--- config.mk ---
export PLATFORM = sky130hd
export DESIGN_NAME = joystick_paddle_ctrl
export DESIGN_NICKNAME = d
export VERILOG_FILES = /design/src/rtl/pong_pkg.sv /design/src/rtl/sample_averager.sv /design/src/rtl/joystick_paddle_ctrl.sv
export SDC_FILE = /design/constraint.sdc
export NUM_CORES = 1
export LEC_CHECK = 0
export ABC_AREA = 0
export CORE_MARGIN = 8
export CORE_UTILIZATION = 40
export CTS_CLUSTER_DIAMETER = 60
export CTS_CLUSTER_SIZE = 25
export DETAILED_ROUTE_END_ITERATION = 16
export PLACE_DENSITY_LB_ADDON = 0.25
export SYNTH_ARGS = -nofsm -noshare
export SYNTH_HDL_FRONTEND = slang
export SYNTH_HIERARCHICAL = 1
export SYNTH_SLANG_ARGS = --single-unit
--- constraint.sdc ---
create_clock -name clk50M -period 4.65 [get_ports clk50M]
set_clock_uncertainty 0.2 [all_clocks]
set_input_delay 1.1625 -clock clk50M [delete_from_list [all_inputs] [get_ports clk50M]]
set_output_delay 1.1625 -clock clk50M [all_outputs]
set_load 0.01 [all_outputs]
--- src/rtl/pong_pkg.sv ---
// Shared Pong constants: speed band encodings, joystick thresholds,
// paddle speeds and playfield geometry used by the paddle, renderer and LEDs.
package pong_pkg;

    typedef enum logic [2:0] {
        BAND_FAST_UP = 3'd0,
        BAND_SLOW_UP = 3'd1,
        BAND_DEAD    = 3'd2,
        BAND_SLOW_DN = 3'd3,
        BAND_FAST_DN = 3'd4
    } band_e;

    localparam logic [9:0] TH_FAST_UP = 10'h2F0;
    localparam logic [9:0] TH_SLOW_UP = 10'h220;
    localparam logic [9:0] TH_SLOW_DN = 10'h180;
    localparam logic [9:0] TH_FAST_DN = 10'h0A0;

    localparam int SPD_SLOW = 2;
    localparam int SPD_FAST = 6;

    localparam logic [9:0] PAD_MIN  = 10'd0;
    localparam logic [9:0] PAD_MAX  = 10'd400;
    localparam logic [9:0] PAD_INIT = 10'd200;

    localparam logic [9:0] Y_CENTER = 10'h200;

endpackage

--- src/rtl/sample_averager.sv ---
// Boxcar averager: sums 2^AVG_LOG2 valid samples, then publishes the
// truncated mean and restarts the window.
module sample_averager #(
    parameter int         W         = 10,
    parameter int         AVG_LOG2  = 2,
    parameter logic [9:0] FILT_INIT = 10'h200
) (
    input  logic         clk,
    input  logic         rst,
    input  logic [W-1:0] din,
    input  logic         din_valid,
    output logic [W-1:0] dout
);

    localparam int AW = W + AVG_LOG2;

    logic [AW-1:0]       acc_q, acc_d;
    logic [AVG_LOG2-1:0] cnt_q, cnt_d;
    logic [W-1:0]        filt_q, filt_d;
    logic [AW-1:0]       sum;

    always_comb begin
        acc_d  = acc_q;
        cnt_d  = cnt_q;
        filt_d = filt_q;
        sum    = acc_q + AW'(din);
        if (din_valid) begin
            if (&cnt_q) begin
                filt_d = sum[AW-1:AVG_LOG2];
                acc_d  = '0;
                cnt_d  = '0;
            end else begin
                acc_d = sum;
                cnt_d = cnt_q + 1'b1;
            end
        end
    end

    always_ff @(posedge clk) begin
        if (rst) begin
            acc_q  <= '0;
            cnt_q  <= '0;
            filt_q <= W'(FILT_INIT);
        end else begin
            acc_q  <= acc_d;
            cnt_q  <= cnt_d;
            filt_q <= filt_d;
        end
    end

    assign dout = filt_q;

endmodule

--- src/rtl/joystick_paddle_ctrl.sv ---
// Joystick Y to Pong paddle row: averaged sample, five speed bands,
// per-frame integration clamped to the playfield.
module joystick_paddle_ctrl
    import pong_pkg::*;
#(
    parameter int         AVG_LOG2 = 2,
    parameter logic [9:0] TH_FU    = TH_FAST_UP,
    parameter logic [9:0] TH_SU    = TH_SLOW_UP,
    parameter logic [9:0] TH_SD    = TH_SLOW_DN,
    parameter logic [9:0] TH_FD    = TH_FAST_DN,
    parameter int         SPD_S    = SPD_SLOW,
    parameter int         SPD_F    = SPD_FAST,
    parameter logic [9:0] P_MIN    = PAD_MIN,
    parameter logic [9:0] P_MAX    = PAD_MAX,
    parameter logic [9:0] P_INIT   = PAD_INIT
) (
    input  logic       clk50M,
    input  logic       rst,
    input  logic [9:0] y_in,
    input  logic       y_valid,
    input  logic       frame_tick,
    output logic [9:0] paddle_y,
    output logic [2:0] band,
    output logic [9:0] y_filt,
    output logic       moving_up,
    output logic       moving_down
);

    localparam logic signed [11:0] STEP_S = 12'(SPD_S);
    localparam logic signed [11:0] STEP_F = 12'(SPD_F);

    logic [2:0]        band_q, band_d;
    logic [9:0]        pad_q, pad_d;
    logic              up_q, up_d;
    logic              dn_q, dn_d;
    logic signed [11:0] step;
    logic signed [11:0] pos_raw;
    logic [9:0]        pos_clamped;

    sample_averager #(
        .W        (10),
        .AVG_LOG2 (AVG_LOG2),
        .FILT_INIT(Y_CENTER)
    ) u_avg (
        .clk      (clk50M),
        .rst      (rst),
        .din      (y_in),
        .din_valid(y_valid),
        .dout     (y_filt)
    );

    always_comb begin
        band_d = BAND_FAST_DN;
        if (y_filt >= TH_FU)      band_d = BAND_FAST_UP;
        else if (y_filt >= TH_SU) band_d = BAND_SLOW_UP;
        else if (y_filt >= TH_SD) band_d = BAND_DEAD;
        else if (y_filt >= TH_FD) band_d = BAND_SLOW_DN;
    end

    // Signed 12-bit so a step above row 0 goes negative instead of wrapping.
    always_comb begin
        step = '0;
        case (band_q)
            BAND_FAST_UP: step = -STEP_F;
            BAND_SLOW_UP: step = -STEP_S;
            BAND_SLOW_DN: step = STEP_S;
            BAND_FAST_DN: step = STEP_F;
            default:      step = '0;
        endcase
        pos_raw = $signed({2'b00, pad_q}) + step;
        if (pos_raw < $signed({2'b00, P_MIN}))
            pos_clamped = P_MIN;
        else if (pos_raw > $signed({2'b00, P_MAX}))
            pos_clamped = P_MAX;
        else
            pos_clamped = pos_raw[9:0];
    end

    always_comb begin
        pad_d = pad_q;
        up_d  = up_q;
        dn_d  = dn_q;
        if (frame_tick) begin
            pad_d = pos_clamped;
            up_d  = pos_clamped < pad_q;
            dn_d  = pos_clamped > pad_q;
        end
    end

    always_ff @(posedge clk50M) begin
        if (rst) begin
            band_q <= BAND_DEAD;
            pad_q  <= P_INIT;
            up_q   <= 1'b0;
            dn_q   <= 1'b0;
        end else begin
            band_q <= band_d;
            pad_q  <= pad_d;
            up_q   <= up_d;
            dn_q   <= dn_d;
        end
    end

    assign paddle_y    = pad_q;
    assign band        = band_q;
    assign moving_up   = up_q;
    assign moving_down = dn_q;

endmodule

After elaboration in Yosys (flattened, before gate mapping) --
Cells that the tools add are included.
Word-level totals: output and inout bits 25, bits in latches 0, memories 0, memory bits (read-only) 0, bits in writable memories 0, bits in registers 39, logic and storage cells 37
Operators by class: bitwise gates (word level) 0, muxes and demuxes 9, $add $sub $neg 3, reductions and logical operators 5, eq/ne operators 3, shift-type cells 0, multiply operators 0, divide/modulo/power cells 0, $lt $le $gt $ge 8
Operator list (count):
- $pmux 12 s4 | 1
- $ge 10x10->1 const B | 2
- $mux 10 | 2
- $add 11x12->12 | 1
- $add 12x10->12 | 1
- $gt 12x10->1 const B | 1
- $lt 12x1->1 const B | 1
- $mux 12 | 1
- $ge 10x8->1 const B | 1
- $ge 10x9->1 const B | 1
- $gt 10x10->1 | 1
- $lt 10x10->1 | 1
- $mux 2 | 4
- $reduce_or 4->1 | 1
- $eq 3x1->1 const B | 1
- $eq 3x2->1 const B | 1
- $eq 3x3->1 const B | 1
- $logic_not 3->1 | 1
- $mux 3 | 1
- $reduce_and 3->1 | 1
- $add 2x1->2 const B | 1
- $reduce_and 2->1 | 1
- $reduce_or 2->1 | 1

Depth between registers and ports, before layout --
depth in word-level cells 7, depth in mapped cells 17, mapped depth without buffers 16

Cells and area by module --
Netlist, hierarchy kept.
By module, submodules not included:
- joystick_paddle_ctrl | area each 1537.7 µm², times used 1, cells an instance 183
- sample_averager | area each 1519.0 µm², times used 1, cells an instance 174

Worst setup path before layout --
OpenSTA, ideal clock, no wires.
path type register -> register, from register band_q[2], in the netlist band[2], to register up_q, in the netlist moving_up, period minus slack after synthesis 3.713 ns, buffers on the path 1, slack 0.937 ns, required time 4.364 ns, data arrival time 3.428 ns, stages on the path, launching flop included 16, cells stage by stage dfxtp_1 > nor2_1 > ha_1 > a21o_2 > o21bai_2 > a2111oi_2 > o221ai_2 > nand4b_4 > buf_6 > nor2_1 > ha_1 > a21o_1 > a21o_1 > a21oi_1 > o211ai_1 > a211oi_1
Between the ends: cells in the longest elaborated chain, start to end 7
Ends and longest elaborated chain:
- start: declaration | RTL line joystick_paddle_ctrl.sv:32 | logic [2:0] band_q, band_d;
- start signal: assignment | RTL line joystick_paddle_ctrl.sv:97 | band_q <= band_d;
- $eq 3x3->1 (tied with other cells) | RTL line joystick_paddle_ctrl.sv:63 | case (band_q)
- $pmux 12 s4 (*) | RTL line joystick_paddle_ctrl.sv:63
- $add 11x12->12 (*) | RTL line joystick_paddle_ctrl.sv:70 | pos_raw = $signed({2'b00, pad_q}) + step;
- $gt 12x10->1 | RTL line joystick_paddle_ctrl.sv:73 | else if (pos_raw > $signed({2'b00, P_MAX}))
- $mux 10 | RTL line joystick_paddle_ctrl.sv:73
- $mux 10 (*) | RTL line joystick_paddle_ctrl.sv:71 | if (pos_raw < $signed({2'b00, P_MIN}))
- via pos_clamped[2] | RTL line joystick_paddle_ctrl.sv:38 | logic [9:0] pos_clamped;
- $lt 10x10->1 (*) | RTL line joystick_paddle_ctrl.sv:85 | up_d = pos_clamped < pad_q;
- end signal: assignment | RTL line joystick_paddle_ctrl.sv:99 | up_q <= up_d;
- end: declaration | RTL line joystick_paddle_ctrl.sv:34 | logic up_q, up_d;
Mark *: on every way through the listed nets, which the timed path passes. The rest lies on a longest branch. A chain may end at the register's enable or synchronous reset.

Worst setup path after layout --
Ends and elaborated chain as after synthesis.

==> impl_metrics.tcl <==
set metrics [dict create \
    cts_hold_buf 0 \
    p_int_mw 0.6503 \
    synth_area_per_cell_um2 8.562 \
    final_common_cell "dfxtp_1" \
    rsz0062_at_grt "no" \
    clkSlewWorstSetupHoldPaths_ps 80 \
    synth.net_count 404 \
    maxSlewViolCount 0 \
    synth_cell_type_count 73 \
    fmax_mhz 246.9 \
    start_util 0.4039 \
    ant_nets 0 \
    num_io_pins 39 \
    p_switching_mw 0.3764 \
    setup_viol 0 \
    dp_hpwl_um 5717 \
    antenna_cells 0 \
    areaGrowthSynthToFinish_pct 17.68 \
    final_cell_mix "39 x dfxtp_1, 38 x clkdlybuf4s50_1, 34 x nor2_1" \
    placedCellCount 486 \
    finalCritPeriodShare 0.8709 \
    clk_latency_ps 300 \
    synth_edf_count 0 \
    die_h_um 103.4 \
    finalHoldViolCount 0 \
    p_comb_frac 0.406 \
    gp_congestion 0.8506 \
    clock_tree.root_cell "clkbuf_8" \
    critPathKind "reg2reg" \
    pre_cts_ws_ps 644.6 \
    grt.total_usage 0.1486 \
    synthArstFlopShare 0 \
    cts_max_path_buffers 2 \
    ys_ff_latch 39 \
    die_area_mm2 0.01069 \
    ys_warn_count 6 \
    portBuffers 38 \
    synth_cells 357 \
    place_area_mm2 0.003513 \
    cts_buffers 5 \
    status "finished, final reports clean" \
    route.vias.total 2777 \
    cp_common_cell "a21o_1" \
    viasPerCell 5.621 \
    cp.required_ps 4670 \
    path_max_fanout 12 \
    maxSlewHeadroom 0.5117 \
    num_rows 32 \
    wl_per_cell_um 15.16 \
    routed_wl_um 7489 \
    cts_tree "done" \
    switching_share 0.3666 \
    synth_ff_type "dfxtp_1" \
    nFillCells 760 \
    leakagePower_nw 1.452 \
    final.setup.worst_slack_ps 600.3 \
    drt_pass1_iterations 4 \
    fp.dieW_um 103.4 \
    hold_slack_ps 258.7 \
    ir_drop_mv 0.1576 \
    cp-start-kind "flip-flop" \
    grt_antenna_before_repair 0 \
    grt_pass1_wl_um 12620 \
    critical-path-top-delay-family "compound AO/OA/AOI/OAI gates" \
    power_mw 1.027 \
    grt_pass1_vias 2683 \
    cp-end-kind "flip-flop" \
    overflow 0 \
    cts_setup_buffers 0 \
    holdCritPathClass "reg2reg" \
    worstPathArrival_ps 4070 \
    seqPwrFrac 0.373 \
    tns_ps 0 \
    coreArea_mm2 0.007567 \
    worst_pin_slew_ps 730.1 \
    clock_sinks 39 \
    stdcell_area_mm2 0.003597 \
    drive_gt1_frac 0.09694 \
    drv_cap 0 \
    p_clk_frac 0.221 \
    drc 0 \
    yosysSeqAreaShare 0.2554 \
    syn_area_mm2 0.003057 \
    power_density_mw_per_mm2 285.4 \
    path_buf_inv 0 \
    final_util 0.4754 \
    cpPeakStageDelay_ps 450 \
    grt_max_degree 26 \
    fin_crit_ps 4050 \
    crit_chain "mux2i_1, ha_1, fa_1, a21o_1, a221oi_2, or3_1, nand3_2, nand4b_4, nor2b_1, ha_1, a21o_1, a21o_1, a21oi_1, o211ai_1, a211oi_1" \
    cts_resized 0 \
    cpMaxStageDelayCell "dfxtp_1" \
    cts.htree.levels 2 \
    layout.nets 438 \
    drtIter0Drc 139 \
    final_cells 494 \
]
[worst paths after layout]
kind / startpoint / to / slack, ps / cells past startpoint
worst max-delay path: band[2] / moving_up / 600 / 15
worst min-delay path: u_avg/dout[3] / u_avg/dout[3] / 260 / 2
worst max register to register: band[2] / moving_up / 600 / 15
worst min register to register: u_avg/dout[3] / u_avg/dout[3] / 260 / 2
[tightest hold or removal path, stage by stage (launching register included)]
cell and delay [ps]:
dfxtp_1 320, nand2_1 50, a21oi_1 50
[cell families after synthesis]
kind of cell	Yosys count	share of synthesized area
xor+xnor	10	0.02866
flops	39	0.2554
simple gates	135	0.2489
fa+ha+maj	33	0.1400
compound gates	101	0.2567
other cells	1	0.001227
mux	5	0.02047
buf+inv	33	0.04871
[cell type report]
| cell class | instances | area, µm² | share of cell area |
|---|---|---|---|
| Inverter | 18 | 67.56 | 0.01878 |
| Clock buffer | 5 | 68.82 | 0.01913 |
| Multi-Input combinational cell | 285 | 2127 | 0.5913 |
| Tap cell | 102 | 127.6 | 0.03548 |
| Sequential cell | 39 | 780.7 | 0.2170 |
| Clock inverter | 3 | 15.01 | 0.004174 |
| Timing Repair Buffer | 42 | 410.4 | 0.1141 |
[sequential cells by signal (all words and copies together), names as in the netlist]
| signal | count |
|---|---|
| moving_up | 1 |
| moving_down | 1 |
| band | 3 |
| paddle_y | 10 |
| u_avg/dout | 10 |
| u_avg/cnt_q | 2 |
| u_avg/acc_q | 12 |
[metal layers]
metal,vias to the layer above,GRT usage,routed length (µm)
met5,-,0,0
met4,0,0.05784,119
met3,10,0.02677,296
met2,57,0.2426,3505
met1,1311,0.1890,3568
li1,1399,-,-
[power by group through the flow]
stage               clock network (mW)  registers, mW  logic (mW)
floorplan                            0          0.389       0.319
global placement                     0          0.391       0.410
detailed placement                   0          0.392       0.415
CTS                              0.235          0.384       0.417
global route                     0.248          0.387       0.467
finish                           0.227          0.383       0.416
[Yosys cell counts, drive strengths merged (2+ instances only)]
| cell type | number | area (µm²) |
|---|---|---|
| o32ai | 3 | 26.28 |
| o21ai | 10 | 50.05 |
| clkbuf | 10 | 37.54 |
| a211o | 3 | 35.04 |
| nor3 | 6 | 30.03 |
| xnor2 | 7 | 61.31 |
| nand4 | 5 | 31.28 |
| nand3 | 14 | 75.07 |
| nand2b | 3 | 18.77 |
| nand4b | 5 | 58.80 |
| fa | 2 | 40.04 |
| nor4 | 2 | 12.51 |
| a31oi | 3 | 33.78 |
| o31ai | 3 | 27.52 |
| dfxtp | 39 | 780.8 |
| or4 | 4 | 31.28 |
| a21o | 12 | 92.59 |
| nor2 | 35 | 133.9 |
| nor2b | 9 | 56.30 |
| nand3b | 7 | 52.55 |
| mux2i | 5 | 62.56 |
| or3 | 3 | 18.77 |
| xor2 | 3 | 26.28 |
| a21oi | 31 | 158.9 |
| buf | 5 | 43.79 |
| nor3b | 4 | 41.29 |
| a211oi | 7 | 62.56 |
| a2111oi | 3 | 38.79 |
| o21a | 2 | 15.01 |
| a221oi | 4 | 47.55 |
| inv | 18 | 67.56 |
| and2 | 2 | 12.51 |
| o221ai | 4 | 41.29 |
| and3 | 8 | 55.05 |
| ha | 31 | 387.9 |
| nand2 | 21 | 78.83 |
| or2 | 4 | 25.02 |
| o211ai | 4 | 30.03 |
Note: power is estimated with default switching activity, not from simulation.
